### config.mk
export PLATFORM = sky130hd
export DESIGN_NAME = counter_top
export DESIGN_NICKNAME = d
export VERILOG_FILES = /design/src/rtl/counter_top.sv
export SDC_FILE = /design/constraint.sdc
export NUM_CORES = 1
export LEC_CHECK = 0
export ABC_AREA = 1
export CORE_AREA = 5 5 42 44
export CTS_BUF_LIST = sky130_fd_sc_hd__clkbuf_16
export DETAILED_ROUTE_END_ITERATION = 12
export DIE_AREA = 0 0 47 49
export MAX_ROUTING_LAYER = met4
export PLACE_DENSITY = 0.55
export SYNTH_ARGS = -nofsm -noshare
export SYNTH_HDL_FRONTEND = slang
export SYNTH_SLANG_ARGS = --single-unit
### constraint.sdc
create_clock -name clk -period 3.39 [get_ports clk]
set_input_delay 0.678 -clock clk [delete_from_list [all_inputs] [get_ports clk]]
set_output_delay 0.678 -clock clk [all_outputs]
set_load 0.05 [all_outputs]
### src/rtl/counter_top.sv
`default_nettype none
// ============================================================================
// Module   : counter_top
// Brief    : Prescaled up/down counter driving a bank of board LEDs.
// Revision : 1.0 - initial release
// ============================================================================
module counter_top #(
    parameter int WIDTH = 4,
    parameter int DIV   = 5
) (
    input  logic             clk,
    input  logic             reset,
    input  logic             enable,
    input  logic             dir,
    output logic [WIDTH-1:0] leds
);

    // DIV=1 still needs a 1-bit prescaler; it simply sits at its terminal value.
    localparam int            PRE_W    = (DIV > 1) ? $clog2(DIV) : 1;
    localparam logic [PRE_W-1:0] PRE_LAST = PRE_W'(DIV - 1);
    localparam logic [PRE_W-1:0] PRE_ONE  = PRE_W'(1);
    localparam logic [WIDTH-1:0] CNT_ONE  = WIDTH'(1);

    logic [PRE_W-1:0] prescale;
    logic [WIDTH-1:0] count;
    logic             tick;

    assign tick = enable && (prescale == PRE_LAST);

    // A disabled cycle keeps the partial period rather than restarting it.
    always_ff @(posedge clk) begin
        if (reset) begin
            prescale <= '0;
        end else if (enable) begin
            prescale <= tick ? '0 : prescale + PRE_ONE;
        end
    end

    always_ff @(posedge clk) begin
        if (reset) begin
            count <= '0;
        end else if (tick) begin
            count <= dir ? count + CNT_ONE : count - CNT_ONE;
        end
    end

    assign leds = count;

endmodule
`default_nettype wire

# --- Word-level counts from Yosys, hierarchy flattened ---
# Cells that the tools add are included.
# Widths: inputs -> output; s select.
word_totals:
  reg_bits: 7
  latch_bits: 0
  mem_bits_rw: 0
  mem_bits_ro: 0
  input_bits: 4
  word_cells: 9
  n_memories: 0
op_classes:
  add_sub_neg: 3
  multipliers: 0
  n_div: 0
  n_lt_le_gt_ge: 0
  n_eq_ne: 1
  n_shift: 0
  mux: 2
  bitwise: 0
  reduce_logical: 1
ops:
  columns: ["op", "n"]
  rows:
  - ["$add 4x1->4 const B", 1]
  - ["$mux 4", 1]
  - ["$sub 4x1->4 const B", 1]
  - ["$add 3x1->3 const B", 1]
  - ["$eq 3x3->1 const B", 1]
  - ["$mux 3", 1]
  - ["$logic_and 1x1->1", 1]

# --- Longest topological paths before layout ---
# Gate-level depths: netlist (run 1).
logic_depth:
  depth_word: 3
  mapped_depth: 9
  mapped_depth_nobuf: 9

# --- Worst setup path after synthesis (run 1) ---
# OpenSTA, ideal clock, no wires.
synth_timing:
  kind: "in2reg"
  startpoint: "input dir"
  endpoint: "register count[3] (netlist: leds[3])"
  t_arrival_ns: 1.498
  required_ns: 3.281
  slack_ns: 1.783
  path_stages: 7
  path_buffers: 0
  cell_sequence: "inv_1 -> ha_1 -> or2_1 -> nand3_1 -> nand3_1 -> nand2_1 -> inv_1"
synth_via:
  elab_chain_len: 1
synth_lines:
  columns: ["item", "line", "rtl"]
  rows:
  - ["from (decl)", "14", "input logic dir,"]
  - ["$mux 4", "43", "count <= dir ? count + CNT_ONE : count - CNT_ONE;"]
  - ["to (signal assigned)", "43", null]
  - ["to (decl)", "25", "logic [WIDTH-1:0] count;"]
# Every way passes these cells.
# A chain may end at the register's enable or synchronous reset.

# --- Final worst setup path (run 1) ---
layout_timing:
  startpoint: "register count[0] (netlist: leds[0])"
  endpoint: "output leds[0]"
layout_rtl:
  columns: ["item", "line", "rtl"]
  rows:
  - ["to (decl)", "15", "output logic [WIDTH-1:0] leds"]
# No word-level cell between the ends.

==> impl_results.md, run 1 <==
* Critical-path maximum fanout at 5
* CP Buf/Inv Count at 1
* Hold Buf Count CTS at 0
* P_leak at 0.2693 nW
* Critical path depth at 1
* Clock Latency Late Sink at 0.23 ns
* Clock Path Buffers at 2
* Hold Path Stages at 2
* Postcts setup bufs at 0
* Register Area at 140.1 um2
* Count of unique library cells instantiated by Yosys at 15
* Mapped Avg Cell Area at 7.579 um2
* Worst endpoint required time at 2.71 ns
* Yosys top cell by area: dfxtp_1
* RSZ-0062 raised after global routing: false
* Slew Limit Fails at 0
* Sum of negative setup slack at 0 ns
* Largest net degree at the start of global routing at 7
* Area of the multi-input gates at 220.2 um2
* DR WL/cell at 9.139 um
* Power Density at 544.6 nW/um2
* Period utilisation layout at 0.6361
* IO Pins at 8
* Layout Skew at 0.001221 ns
* Startpoint Class: flop
* Core Area at 1401 um2
* Crit path arrival time at 1.48 ns
* Vias in the first global route at 307
* Root Driver: clkbuf_16
* Mapped cell area at 394.1 um2
* Die width at 47 um
* Peak Freq at 463.7 MHz
* Initial Utilization at 0.2813
* Seq/Total Area, Yosys at 0.3556
* Vias per inst at 4.532
* Cells after Synth at 52
* Reg2Reg Depth at 6
* Final Hold Vio Count at 0
* WL final at 722 um
* Final setup viols at 0
* Final min period at 2.157 ns
* Area delta synth->final at 42.86%
* # rows at 14
* Worst-path clk slew at 0.04 ns
* Grt total ovfl at 0
* Top-area cell type share of the netlist area at 0.3556
* Max IR drop VDD at 0.3015 mV
* Initial antenna violation count at 0
* Detailed Place HPWL at 568.5 um
* Power, Total at 0.0003066 W
* Starting DRT DRC Count at 4
* N_diodes at 0
* Max Cap Viol at 0
* GRT Util Overall at 0.07948
* CP cell instances: clkdlybuf4s50_1
* Yosys warns at 0
* Setup CP Type: flop to output pin
* Status: finished clean
* Routed Antenna Nets at 0
* Crit-path max cell delay at 0.84 ns
* Flops & latches, synth at 7
* DRC viols at 0
* CP endpoint kind: output pin
* H-tree depth at 1
* Port Buffers at 7
* Final GP Congestion at 0.7613
* Syn Nets at 61
* Final #Nets at 73
* Filler cells at 159
* Chip height at 49 um
* TritonCTS clock tree: yes
* Slowest cell on crit path: clkdlybuf4s50_1
* CTS buffer count at 3
* Area contributors post-synth: dfxtp_1 (36%), nand2_1 (13%), ha_1 (13%)
* R2r setup slk at 2.20 ns
* Max_slew headroom at 0.6710
* Die area at 2303 um2
* Vias at 358
* Clk sinks at 7
* First-pass GRT wire length at 1.214 mm
* Cell family with most CP delay: buffers and inverters
* DRT Pass-1 Iters at 2
* Worst Tran Pin Value at 0.4920 ns
* PostCTS Resize Cnt at 0
* Ratio of cells with drive above 1 in the final layout at 0.07937
* Hold Crit Class: flop to flop
[power by group]
group          internal [W]  switching, W
logic             0.0000100     0.0000121
registers         0.0000855    0.00000195
clock network      0.000153     0.0000437
[per-layer routing]
| layer | GRT usage | vias to the layer above | routed length (um) |
|---|---|---|---|
| met5 | - | - | 0 |
| met3 | 0.02214 | 4 | 47 |
| met4 | 0.09677 | 0 | 32 |
| met1 | 0.09031 | 162 | 329 |
| met2 | 0.09502 | 9 | 312 |
| li1 | - | 183 | - |
[synth_stat cells, drive strengths merged]
| cell | n |
|---|---|
| a211oi | 1 |
| a21oi | 5 |
| dfxtp | 7 |
| fa | 1 |
| ha | 4 |
| inv | 9 |
| nand2 | 14 |
| nand3 | 3 |
| nor2 | 3 |
| o21ai | 2 |
| or2 | 1 |
| xnor2 | 1 |
| xor2 | 1 |
[logic make-up (layout without fill, tap and decap cells)]
group	count (synthesis)	count (layout)	synth area share
compound gates	8	8	0.1079
xor+xnor	2	2	0.04445
fa+ha+maj	5	5	0.1778
buf+inv	9	20	0.08571
flops	7	7	0.3555
simple gates	21	21	0.2286
[cell usage in the layout (no fill, tap or decap), drive strengths merged]
master / instances
nand2: 14
inv: 10
clkdlybuf4s50: 7
dfxtp: 7
a21oi: 5
ha: 4
nor2: 3
clkbuf: 3
nand3: 3
o21ai: 2
a211oi: 1
xnor2: 1
xor2: 1
or2: 1
fa: 1
[cell type report]
| class | count | share of cell area |
|---|---|---|
| flip-flops and latches | 7 | 0.2489 |
| multi-input cells | 36 | 0.3911 |
| clock inverters | 1 | 0.006667 |
| clock buffers | 3 | 0.1333 |
| inverters | 9 | 0.06000 |
| repair buffers | 7 | 0.1244 |
| well taps | 16 | 0.03556 |
[flip-flops by register name (all words and copies together), names as in the netlist]
signal,cells
prescale,3
leds,4
[path summary, 6_finish.rpt]
check,startpoint,endpoint
worst min-delay path,prescale[0],prescale[0]
worst min register to register,prescale[0],prescale[0]
worst max register to register,leds[2],leds[3]
worst max-delay path,leds[0],leds[0]
[stage by stage]
| step | hold slack [ns] | setup slack, ns | utilization | instance area [um2] | cells |
|---|---|---|---|---|---|
| 4_1_cts | 0.4937 | 1.219 | 0.4018 | 563.0 | 79 |
| 5_1_grt | 0.5273 | 1.176 | 0.4018 | 563.0 | 79 |
| 3_3_place_gp | 0.4783 | 1.230 | 0.3455 | 484.2 | 75 |
| 2_1_floorplan | 0.4556 | 1.783 | - | 394.1 | 52 |
| 3_5_place_dp | 0.4873 | 1.218 | 0.3455 | 484.2 | 75 |
| 6_report | 0.4892 | 1.233 | 0.4018 | 563.0 | 79 |
(Power assumes the default switching activity.)
==> inputs of run 2 (changes only) <==
--- a/config.mk
+++ b/config.mk
@@ -11,7 +11,7 @@
 export DETAILED_ROUTE_END_ITERATION = 12
 export DIE_AREA = 0 0 47 49
 export MAX_ROUTING_LAYER = met4
-export PLACE_DENSITY = 0.55
+export PLACE_DENSITY = 0.57
 export SYNTH_ARGS = -nofsm -noshare
 export SYNTH_HDL_FRONTEND = slang
 export SYNTH_SLANG_ARGS = --single-unit
==> constraint.sdc (replaced) <==
create_clock -name clk -period 1.8 [get_ports clk]
set_input_delay 0.36 -clock clk [delete_from_list [all_inputs] [get_ports clk]]
set_output_delay 0.36 -clock clk [all_outputs]
set_load 0.05 [all_outputs]
==> run 2 against run 1 <==
Effect of this change:
- count of clock-buffer cells in the layout stayed put
- sequential cell count unchanged
- hold slack worse by 0.0090 ns
- clock skew barely moved
- routed wire length decreased by 0.28%
- first-iteration DRC count fell by 50%
- register-to-register slack worse by 1.6 ns
- clock power rose by 87%
- die area stayed put
- sequential power rose by 89%
- critical path type is now primary input to flop
- power is 88% higher
- utilization down 0.18 points
==> impl_results.md, run 2 (synthesis gave the netlist of run 1 again) <==
* Switching power at 0.0001067 W (+85%)
* Slowest cell on crit path: clkdlybuf4s50_1
* Sequential power share at 0.286 (about the same)
* CP cell instances: clkdlybuf4s50_1 -> inv_1 -> ha_1 -> or2_1 -> nand3_1 -> nand3_1 -> nand2_1 -> inv_1
* Peak Freq at 632.2 MHz
* Grt total ovfl at 0 (unchanged)
* Vias per inst at 4.313 (-4.8%)
* Switching power share of the total at 0.1851 (-0.003311)
* Initial Utilization at 0.2813 (unchanged)
* Clock Power Share at 0.639 (-0.004)
* P_leak at 0.2824 nW (+4.8%)
* Max reg flops at 4 (unchanged)
* Status: finished clean
* N_diodes at 0 (unchanged)
* Layout Skew at 0.001084 ns (-0.0001371 ns)
* Worst endpoint required time at 1.93 ns (-0.78 ns)
* Final min period at 1.582 ns
* Ratio of cells with drive above 1 in the final layout at 0.1563 (+0.07688)
* Final Hold Vio Count at 0 (unchanged)
* RSZ-0062 raised after global routing: false
* Crit path arrival time at 1.71 ns (+0.23 ns)
* Hold Slack at 0.4802 ns (-0.009021 ns)
* Vias in the first global route at 321 (+4.6%)
* First-pass GRT wire length at 1.283 mm (+5.7%)
* Area of the multi-input gates at 220.2 um2 (unchanged)
* Worst-path clk slew at 0.04 ns (about the same)
* Filler cells at 152 (-4.4%)
* GRT Util Overall at 0.08321 (+0.003733)
* Final setup viols at 0 (unchanged)
* Cell family with most CP delay: buffers and inverters
* Die width at 47 um (unchanged)
* DRT Pass-1 Iters at 3 (+1)
* Power Density at 1028 nW/um2 (+89%)
* Root Driver: clkbuf_16
* Vias at 345 (-3.6%)
* TritonCTS clock tree: yes
* Commonest non-fill, non-tap cell in the layout: nand2_1
* Clock Path Buffers at 2 (unchanged)
* # rows at 14 (unchanged)
* Clock Latency Late Sink at 0.23 ns (about the same)
* CP endpoint kind: flop
* Register Area at 140.1 um2 (unchanged)
* Largest net degree at the start of global routing at 7 (unchanged)
* Detailed Place HPWL at 578.3 um (+1.7%)
* CP Buf/Inv Count at 3 (+2)
* Period utilisation layout at 0.8788
* Max_slew headroom at 0.8622 (+0.1913)
* Worst slack, placed at -0.02466 ns (-1.242 ns)
* Clk sinks at 7 (unchanged)
* Chip height at 49 um (unchanged)
* Int Power at 0.0004698 W (+89%)
* H-tree depth at 1 (unchanged)
* Postcts setup bufs at 0 (unchanged)
* Most frequent cells in the layout: nand2_1 (14), inv_1 (9), dfxtp_1 (7)
* Final GP Congestion at 0.7593 (-0.26%)
* Max IR drop VDD at 0.4870 mV (+62%)
* Die area at 2303 um2 (unchanged)
* Final #Nets at 74 (+1.4%)
* Comb power frac at 0.075 (+0.003)
* Initial antenna violation count at 0 (unchanged)
* DRC viols at 0 (unchanged)
* Routed Antenna Nets at 0 (unchanged)
* IO Pins at 8 (unchanged)
* Port Buffers at 7 (unchanged)
* Startpoint Class: primary input
* Final Instance Area at 560.5 um2 (-0.44%)
* Critical-path maximum fanout at 4 (-1)
* Hold Crit Class: flop to flop
* WL final at 720 um (-0.28%)
* Worst Tran Pin Value at 0.2064 ns (-0.2856 ns)
* Core Area at 1401 um2 (unchanged)
* Max Cap Viol at 0 (unchanged)
* DR WL/cell at 9.000 um (-1.5%)
* Setup CP Type: primary input to flop
* Placed Instance Area at 481.7 um2 (-0.52%)
* Hold Buf Count CTS at 0 (unchanged)
* Starting DRT DRC Count at 2 (-2)
* Sum of negative setup slack at 0 ns (unchanged)
* Area delta synth->final at 42.22%
* Final setup margin at 0.2182 ns (-1.015 ns)
* Slew Limit Fails at 0 (unchanged)
* Crit-path max cell delay at 0.47 ns (-0.37 ns)
* CTS buffer count at 3 (unchanged)
* PostCTS Resize Cnt at 0 (unchanged)
[run 2: path summary, 6_finish.rpt]
path                                   from           to  slack [ns]  depth (start not counted)
worst min register to register  prescale[0]  prescale[0]        0.48                          2
worst min-delay path            prescale[0]  prescale[0]        0.48                          2
worst max-delay path                    dir      leds[3]        0.22                          8
worst max register to register      leds[2]      leds[3]        0.63                          6
[run 2: cell type report]
| type | count | share of cell area |
|---|---|---|
| multi-input combinational | 36 | 0.3929 |
| inverter | 9 | 0.06027 |
| clock inverter | 1 | 0.006696 |
| tap | 16 | 0.03571 |
| sequential | 7 | 0.2500 |
| timing repair buffer | 8 | 0.1205 |
| clock buffer | 3 | 0.1339 |
[run 2: metrics by stage]
step	total power (W)	cells	util
floorplan	0.0001935	52	-
global placement	0.0002098	76	0.3438
detailed placement	0.0002108	76	0.3438
CTS	0.0005874	80	0.4000
global route	0.0006061	80	0.4000
finish	0.0005765	80	0.4000
[run 2: power by group through the flow]
| stage | Sequential, W | Combinational [W] | Clock [W] |
|---|---|---|---|
| floorplan | 0.000169 | 0.0000243 | 0 |
| global placement | 0.000167 | 0.0000428 | 0 |
| detailed placement | 0.000167 | 0.0000436 | 0 |
| CTS | 0.000165 | 0.0000444 | 0.000378 |
| global route | 0.000165 | 0.0000495 | 0.000391 |
| finish | 0.000165 | 0.0000434 | 0.000368 |
[run 2: worst min-delay path: stages (launching register included)]
cell,delay (ns)
dfxtp_1,0.31
nand2_1,0.07
a21oi_1,0.05
[run 2: per-layer routing]
layer / track usage / vias to the layer above / share of wire
met5: - / - / 0
met1: 0.1040 / 148 / 0.47
met4: 0.06912 / 0 / 0.018
met3: 0.03321 / 2 / 0.088
li1: - / 188 / -
met2: 0.09955 / 7 / 0.43
